<file path="config.mk">
export PLATFORM = sky130hd
export DESIGN_NAME = cci_rd_req_arb
export DESIGN_NICKNAME = d
export VERILOG_FILES = /design/src/rtl/cci_rd_req_arb_pkg.sv /design/src/rtl/cci_rd_req_arb_rr.sv /design/src/rtl/cci_rd_req_arb.sv
export SDC_FILE = /design/constraint.sdc
export NUM_CORES = 1
export LEC_CHECK = 0
export CORE_MARGIN = 4
export CORE_UTILIZATION = 37
export DETAILED_ROUTE_END_ITERATION = 6
export GPL_ROUTABILITY_DRIVEN = 1
export PLACE_DENSITY = 0.79
export SLEW_MARGIN = 25
export SYNTH_ARGS = -nofsm -noshare
export SYNTH_HDL_FRONTEND = slang
export SYNTH_SLANG_ARGS = --single-unit
</file>
<file path="constraint.sdc">
create_clock -name clk -period 4.3 [get_ports clk]
set_input_delay 0.86 -clock clk [delete_from_list [all_inputs] [get_ports clk]]
set_output_delay 0.86 -clock clk [all_outputs]
set_load 0.01 [all_outputs]
</file>
<file path="src/rtl/cci_rd_req_arb_pkg.sv">
// rtl/cci_rd_req_arb_pkg.sv - shared types and constants for the c0 read-request arbiter
// Contents:
//   REQ_ID_LSB        bit position of the requester id inside the 16-bit c0 mdata
//   CL_ADDR_W         cache-line address width
//   t_req_id          3-bit requester id carried in c0 mdata[15:13]
//   t_user_mdata      13-bit user tag owned by the requester
//   t_outstanding_cnt 8-bit per-requester in-flight counter
//   t_c0_mdata        packed view of the 16-bit c0 mdata field
package cci_rd_req_arb_pkg;

    localparam int REQ_ID_LSB = 13;
    localparam int CL_ADDR_W  = 42;

    typedef logic [2:0]           t_req_id;
    typedef logic [12:0]          t_user_mdata;
    typedef logic [7:0]           t_outstanding_cnt;
    typedef logic [CL_ADDR_W-1:0] t_ccip_clAddr;

    typedef struct packed {
        t_req_id     reqId;
        t_user_mdata user;
    } t_c0_mdata;

endpackage

</file>
<file path="src/rtl/cci_rd_req_arb_rr.sv">
// rtl/cci_rd_req_arb_rr.sv - round-robin one-hot selector
// Ports:
//   eligible  in   N_REQ  requesters allowed to win this cycle
//   rrPtr     in   IDX_W  index where the search starts
//   grant     out  N_REQ  one-hot winner, all zero when nothing is eligible
module cci_rd_req_arb_rr
    import cci_rd_req_arb_pkg::*;
#(
    parameter int N_REQ = 4,
    parameter int IDX_W = 2
) (
    input  logic [N_REQ-1:0] eligible,
    input  logic [IDX_W-1:0] rrPtr,
    output logic [N_REQ-1:0] grant
);

    // One extra bit so rrPtr + k can exceed N_REQ-1 before folding back.
    logic [IDX_W:0] slot;
    logic           found;

    always_comb begin
        grant = '0;
        found = 1'b0;
        slot  = '0;
        for (int k = 0; k < N_REQ; k++) begin
            slot = {1'b0, rrPtr} + (IDX_W+1)'(k);
            if (slot >= (IDX_W+1)'(N_REQ)) begin
                slot = slot - (IDX_W+1)'(N_REQ);
            end
            if (!found && eligible[slot[IDX_W-1:0]]) begin
                grant[slot[IDX_W-1:0]] = 1'b1;
                found                  = 1'b1;
            end
        end
    end

endmodule

</file>
<file path="src/rtl/cci_rd_req_arb.sv">
// rtl/cci_rd_req_arb.sv - N-way round-robin arbiter for the CCI-P c0 read-request channel
// Optional feature macro: CCI_RD_REQ_ARB_STATS_EN (adds stat_grants grant counters)
// Ports:
//   clk, reset                  rising-edge clock, synchronous active-high reset
//   req_valid/addr/mdata        per-requester read request (flattened N_REQ x width)
//   req_grant                   one-hot combinational accept
//   c0TxAlmFull                 FIU back-pressure, blocks new grants
//   c0_tx_valid/addr/mdata      registered request to the FIU, mdata = {id, user tag}
//   c0_rx_rdValid/mdata         read response from the FIU
//   rsp_valid/rsp_mdata         registered one-hot response routing and user tag
//   stat_grants                 per-requester 32-bit grant counters (macro only)
module cci_rd_req_arb
    import cci_rd_req_arb_pkg::*;
#(
    parameter int N_REQ           = 4,
    parameter int MAX_OUTSTANDING = 64
) (
    input  logic                       clk,
    input  logic                       reset,
    input  logic [N_REQ-1:0]           req_valid,
    input  logic [N_REQ*CL_ADDR_W-1:0] req_addr,
    input  logic [N_REQ*13-1:0]        req_mdata,
    output logic [N_REQ-1:0]           req_grant,
    input  logic                       c0TxAlmFull,
`ifdef CCI_RD_REQ_ARB_STATS_EN
    output logic [N_REQ*32-1:0]        stat_grants,
`endif
    output logic                       c0_tx_valid,
    output logic [CL_ADDR_W-1:0]       c0_tx_addr,
    output logic [15:0]                c0_tx_mdata,
    input  logic                       c0_rx_rdValid,
    input  logic [15:0]                c0_rx_mdata,
    output logic [N_REQ-1:0]           rsp_valid,
    output logic [12:0]                rsp_mdata
);

    localparam int IDX_W = $clog2(N_REQ);

    t_outstanding_cnt outstanding [N_REQ];
    logic [IDX_W-1:0] rrPtr;
    logic [IDX_W-1:0] gntIdx;
    logic [N_REQ-1:0] eligible;
    logic [N_REQ-1:0] grant;
    logic [N_REQ-1:0] rspHit;
    t_ccip_clAddr     gntAddr;
    t_user_mdata      gntMdata;
    t_req_id          rspId;

    assign rspId = c0_rx_mdata[REQ_ID_LSB +: 3];

    // Reset is folded into eligibility so req_grant is quiet during reset.
    always_comb begin
        eligible = '0;
        for (int i = 0; i < N_REQ; i++) begin
            eligible[i] = req_valid[i] && !c0TxAlmFull && !reset &&
                          (outstanding[i] < t_outstanding_cnt'(MAX_OUTSTANDING));
        end
    end

    cci_rd_req_arb_rr #(
        .N_REQ (N_REQ),
        .IDX_W (IDX_W)
    ) u_rr (
        .eligible (eligible),
        .rrPtr    (rrPtr),
        .grant    (grant)
    );

    assign req_grant = grant;

    // Encode the one-hot winner and pick its payload.
    always_comb begin
        gntIdx   = '0;
        gntAddr  = '0;
        gntMdata = '0;
        for (int i = 0; i < N_REQ; i++) begin
            if (grant[i]) begin
                gntIdx   = IDX_W'(i);
                gntAddr  = req_addr[i*CL_ADDR_W +: CL_ADDR_W];
                gntMdata = req_mdata[i*13 +: 13];
            end
        end
    end

    // Ids at or above N_REQ match no requester and are silently dropped.
    always_comb begin
        rspHit = '0;
        for (int i = 0; i < N_REQ; i++) begin
            rspHit[i] = c0_rx_rdValid && (rspId == t_req_id'(i));
        end
    end

    always_ff @(posedge clk) begin
        if (reset) begin
            rrPtr       <= '0;
            c0_tx_valid <= 1'b0;
            rsp_valid   <= '0;
        end else begin
            c0_tx_valid <= |grant;
            rsp_valid   <= rspHit;
            if (|grant) begin
                rrPtr <= (gntIdx == IDX_W'(N_REQ - 1)) ? '0 : gntIdx + IDX_W'(1);
            end
        end
        // Payload registers are qualified by the valids and need no reset.
        c0_tx_addr  <= gntAddr;
        c0_tx_mdata <= t_c0_mdata'{reqId: t_req_id'(gntIdx), user: gntMdata};
        rsp_mdata   <= c0_rx_mdata[12:0];
    end

    // A grant and a response to the same requester cancel out; a response
    // with nothing outstanding (e.g. issued before a reset) floors at zero.
    always_ff @(posedge clk) begin
        for (int i = 0; i < N_REQ; i++) begin
            if (reset) begin
                outstanding[i] <= '0;
            end else if (grant[i] && !rspHit[i]) begin
                outstanding[i] <= outstanding[i] + t_outstanding_cnt'(1);
            end else if (rspHit[i] && !grant[i] && (outstanding[i] != '0)) begin
                outstanding[i] <= outstanding[i] - t_outstanding_cnt'(1);
            end
        end
    end

`ifdef CCI_RD_REQ_ARB_STATS_EN
    always_ff @(posedge clk) begin
        for (int i = 0; i < N_REQ; i++) begin
            if (reset) begin
                stat_grants[i*32 +: 32] <= '0;
            end else if (grant[i]) begin
                stat_grants[i*32 +: 32] <= stat_grants[i*32 +: 32] + 32'd1;
            end
        end
    end
`endif

endmodule

</file>
# Yosys cells after proc, flatten, opt, wreduce, memory -nomap -nowiden
# Memories as Yosys holds them, arrays and structs flattened.
# Cells that the tools add are included.
# Widths: inputs -> output; s select.
# word_totals
in_bits	244
n_memories	1
mem_bits_rw	32
register_bits	77
output_inout_bits	80
elab_cells	185
# op_classes
eq_ne	4
addsub	16
reduce_logical	54
n_bitwise	11
magnitude_cmp	16
mux	77
# mem_list
name	words	word_bits	rd	rd_clocked_by_memory_dff	write_ports	line_no	source
outstanding	4	8	4	0	4	cci_rd_req_arb.sv:39	t_outstanding_cnt outstanding [N_REQ];
# op_table
op	count
$mux 42	4
$mux 8	8
$mux 13	4
$mux 1	42
$logic_and 1x1->1	35
$add 8x1->8 const B	4
$lt 8x7->1 const B	4
$reduce_bool 8->1	4
$sub 8x1->8 const B	4
$mux 4	4
$mux 2	7
$logic_not 1->1	13
$lt 2x3->1 const B	4
$or 4x4->4	3
$ge 3x3->1 const B	3
$bmux 1 s2	4
$demux 1 s2	4
$ge 2x1->1 const B	4
$or 1x1->1	8
$sub 2x1->2 const B	4
$add 2x2->3 const B	2
$eq 3x2->1 const B	2
$reduce_or 4->1	1
$add 2x1->3 const B	1
other kinds (5)	5

# Logic depth before layout (Yosys ltp)
# depth
depth_word	24
depth_mapped	20
mapped_depth_nobuf	17

# Hierarchy
# From an unflattened synthesis, not the netlist that was laid out.
# unflattened
hier_cells	608
hier_area_um2	5800.6
# modules_own_cells
module	instances	seq_area_each_um2	cells_per_inst	area_per_inst_um2
cci_rd_req_arb	1	2502.4	578	5497.8
cci_rd_req_arb_rr	1	0.0	30	302.8

# Worst setup path before layout
# OpenSTA, ideal clock, no wires.
# synth_path
path_type	in2reg
startpoint	input port reset
endpoint	memory outstanding[2][7] in the netlist's numbering, data pin
arrival_ps	4258
path_stages	19
path_buffers	4
required_ps	4039
setup_time_ps	261
setup_slack_ps	-219
path_cell_list	buf_6 > nor4b_2 > a221o_2 > and2_1 > buf_2 > a211oi_1 > a221oi_4 > buf_2 > buf_2 > nand2_1 > inv_1 > ha_1 > a21o_1 > a21oi_1 > o21bai_1 > a21oi_1 > o21ai_0 > xor2_1 > mux2i_1
# synth_rtl
item	line_no	source
from (decl)	cci_rd_req_arb.sv:19	input logic reset,
to (decl)	cci_rd_req_arb.sv:39	

# Final worst setup path
# layout_path
startpoint	input port c0TxAlmFull
endpoint	output port req_grant[3]
# layout_between
elab_chain_len	16
word_cells_on_any_way	37
classes_between	mux (15); bitwise (3); reduce/logical (19)
# layout_lines
item	line_no	source
from (decl)	cci_rd_req_arb.sv:24	input logic c0TxAlmFull,
$logic_not 1->1 *	cci_rd_req_arb.sv:55	eligible[i] = req_valid[i] && !c0TxAlmFull && !reset &&
$logic_and 1x1->1 (3 in series)	cci_rd_req_arb.sv:55	
$bmux 1 s2	cci_rd_req_arb_rr.sv:30	if (!found && eligible[slot[IDX_W-1:0]]) begin
$mux 1 (not written as such)	cci_rd_req_arb_rr.sv:30	
$mux 1	cci_rd_req_arb_rr.sv:30	
$logic_not 1->1	cci_rd_req_arb_rr.sv:30	
$logic_and 1x1->1	cci_rd_req_arb_rr.sv:30	
$mux 1	cci_rd_req_arb_rr.sv:30	
$logic_not 1->1	cci_rd_req_arb_rr.sv:30	
$logic_and 1x1->1	cci_rd_req_arb_rr.sv:30	
$mux 1	cci_rd_req_arb_rr.sv:30	
$logic_not 1->1	cci_rd_req_arb_rr.sv:30	
$logic_and 1x1->1	cci_rd_req_arb_rr.sv:30	
$mux 4 *	cci_rd_req_arb_rr.sv:30	
to (decl)	cci_rd_req_arb.sv:23	output logic [N_REQ-1:0] req_grant,
# Mark *: on every way between the ends. The rest lies on a longest branch, timed or not. The select of a mux whose other input is x is not followed.

==> results.py <==
metrics = {
    "worst_setup_path": {
        "timing.rr.start": "rrPtr[1]",
        "critPathLaunchType": "input port",
        "r2r_end": "outstanding[2][6]",
        "path_class": "in2out",
        "crit_fanout": 5,
        "r2r_setup_slack_ps": 270,
        "critPathLaunch": "c0TxAlmFull",
        "cp_data_arrival_time_ps": 3200,
        "setup.worst_path.end_class": "output pin",
        "required_ps": 3440,
        "r2r_cells": 17,
    },
    "sta": {
        "slew-limit-headroom_pct": 46.29,
        "setup_violations": 0,
        "hold_viol_final": 0,
        "rsz0062_at_grt": "no",
        "fin_crit_ps": 4062,
        "fin_skew_ps": 10.06,
        "tightest_slew_ps": 805.7,
        "slew_viol_final": 0,
        "period_share_pct": 94.47,
        "fmax_mhz": 246.2,
    },
    "die": {
        "core_area_um2": 16580,
        "fp.dieH_um": 138.0,
        "die-area_um2": 19050,
        "die_w_um": 138.0,
        "rows": 47,
        "pin_count": 324,
        "initial_utilization_pct": 37.72,
    },
    "placed_design": {
        "hpwl_mm": 18.57,
        "port_buffers": 322,
        "place_inst": 1271,
        "place_area_um2": 9936,
        "gp_congestion": 0.9671,
    },
    "finish": {
        "antenna_cells": 0,
        "fin_area_um2": 10300,
        "nets": 1330,
        "final_cells": 1287,
        "area_delta_synth_final_pct": 64.71,
        "drive_gt1_share_pct": 9.466,
    },
    "yosys": {
        "yosys.cell_types.count": 70,
        "synth_edf_count": 32,
        "synth_top_area_share_pct": 24.64,
        "synth_seq_cells": 109,
        "synthArstFlopShare_pct": 0,
        "yosysTopAreaCell": "dfxtp_1",
        "avgSynthCellArea_um2": 8.475,
        "seq_area_frac_synth_pct": 40.01,
        "syn-instance-count": 738,
        "synthFlopType": "dfxtp_1",
        "syn_area_um2": 6255,
        "syn-num-nets": 1006,
        "ys_warn_count": 0,
        "synth_area_leaders": "dfxtp_1 25%, edfxtp_1 15%, nand3_1 6.3%",
    },
    "clocking": {
        "clockBufferDepth": 2,
        "post_cts_buffers": 0,
        "cts.sink_count": 109,
        "cts_buffers": 9,
        "cts_tree": "yes",
        "htreeDepth": 3,
        "cts_hold_repair.buffers": 0,
        "clock_tree.root_cell": "clkbuf_16",
        "clk_latency_ps": 360,
        "clk_pin_slew_worst_paths_ps": 80,
    },
    "global_route": {
        "grt_max_degree": 67,
        "grt_overflow": 0,
        "grt_first_pass_wirelength_mm": 38.96,
        "antenna_found_initial": 0,
        "grt_pass1_vias": 6889,
        "grt_use_total_pct": 25.26,
    },
    "worst_hold_path": {
        "hold_start": "outstanding[2][0]",
        "worst_hold_path.endpoint": "outstanding[2][0]",
        "hold_path_class": "reg2reg",
        "worstHoldPathCells": 1,
    },
    "run": {
        "max-cap-violations": 0,
    },
    "power": {
        "p_leak_nw": 3.915,
        "total_power_w": 0.005965,
        "power.density_nw_per_um2": 579.0,
        "ir_drop_v": 0.0003288,
    },
    "drt": {
        "wl_per_cell_um": 19.75,
        "drt_iter0_markers": 481,
        "vias": 7206,
        "routed_wl_mm": 25.41,
        "avgViaCountPerCell": 5.599,
        "drc": 0,
        "ant_nets": 0,
        "firstDrtPassIters": 5,
    },
    "outcome": {
        "outcome": "completed",
    },
}
==> critical path, cell delays in order <==
cell and delay (ps):
clkdlybuf4s50_1 410, buf_4 140, buf_4 120, nor2b_1 280
a221o_1 290, a211oi_2 90, buf_4 140, buf_4 130
a31o_2 260, a21oi_4 120, inv_2 60, dlygate4sd2_1 290
==> cell usage after synthesis (10+ instances only) <==
cell type  number
nand3_1        79
ha_1           23
inv_1          15
buf_2          23
and3_1         13
nand4_1        57
edfxtp_1       32
a21oi_1        65
a31oi_1        61
nand2_1        26
clkbuf_1       31
nor2_1         85
dfxtp_1        77
nor3_1         10
==> stage by stage <==
stage | TNS (ps) | worst slack [ps] | util [%] | hold WS, ps
final | 0 | 237.7 | 62.12 | 657.1
after floorplan | 0 | 11.26 | - | 610.4
after global placement | -1476 | -172.7 | 59.91 | 640.3
after CTS | 0 | 11.88 | 61.99 | 661.1
after detailed placement | -2915 | -318.6 | 59.91 | 648.9
after global routing | 0 | 28.87 | 62.12 | 686.8
==> cells by family after synthesis <==
logic type | synth area share (%)
and+or+nand+nor | 25.57
AOI/OAI and AO/OA | 19.94
DFF | 40.01
buffers and inverters | 5.381
adders and majority gates | 4.921
xor gates and xnor gates | 2.241
muxes | 1.880
other | 0.05995
==> placed cells by master, fill, tap and decap left out, types with 6 or more instances in the layout <==
| master | n |
|---|---|
| nand3_1 | 78 |
| ha_1 | 23 |
| inv_1 | 13 |
| a21oi_1 | 64 |
| a22oi_1 | 6 |
| o21ai_0 | 7 |
| edfxtp_1 | 32 |
| dfxtp_1 | 76 |
| nand2_1 | 26 |
| clkbuf_16 | 11 |
| a31oi_1 | 61 |
| buf_4 | 51 |
| nor4_1 | 7 |
| nor2_1 | 85 |
| clkdlybuf4s50_1 | 317 |
| and3_1 | 12 |
| nand4_1 | 57 |
| xnor2_1 | 7 |
| nor3_1 | 9 |
| xor2_1 | 9 |
==> how the worst max path moves through the flow <==
stage,end,cells after the start
floorplan,outstanding[2][7],20
global placement,outstanding[2][6],17
detailed placement,outstanding[2][6],17
CTS,req_grant[2],10
global route,outstanding[2][6],16
finish,req_grant[3],12
==> state kept, by name (all words and copies together) (netlist names) <==
signal	count
c0_tx_addr	42
rsp_mdata	13
rsp_valid	4
c0_tx_mdata	15
rrPtr	2
c0_tx_valid	1
outstanding	32
==> metal layers <==
metal	vias to the layer above	share of wire (%)	track usage, %
li1	3450	-	-
met1	3361	39	30.55
met2	344	49	42.73
met3	51	8.4	6.733
met4	0	3.3	10.35
met5	-	0	0
==> final cells by class <==
cell class                      instances  area (um^2)
Clock buffer                           12        289.0
Clock inverter                          4        32.53
Fill cell                            1450         6281
Inverter                               18        67.56
Multi-Input combinational cell        550         3500
Sequential cell                       109         2504
Tap cell                              220        275.3
Timing Repair Buffer                  374         3635
==> where the power goes <==
part | leakage (nW) | switching [W] | total, W | internal (W)
Clock | 0.160 | 0.000414 | 0.000901 | 0.000487
Combinational | 2.78 | 0.00189 | 0.00339 | 0.00150
Sequential | 0.973 | 0.000223 | 0.00167 | 0.00145
==> repair_timing <==
item                       in CTS  in global routing
gates resized for setup         6                  8
pin swaps                       1                  3
setup endpoints to repair       4                 13
(Power assumes the default switching activity.)
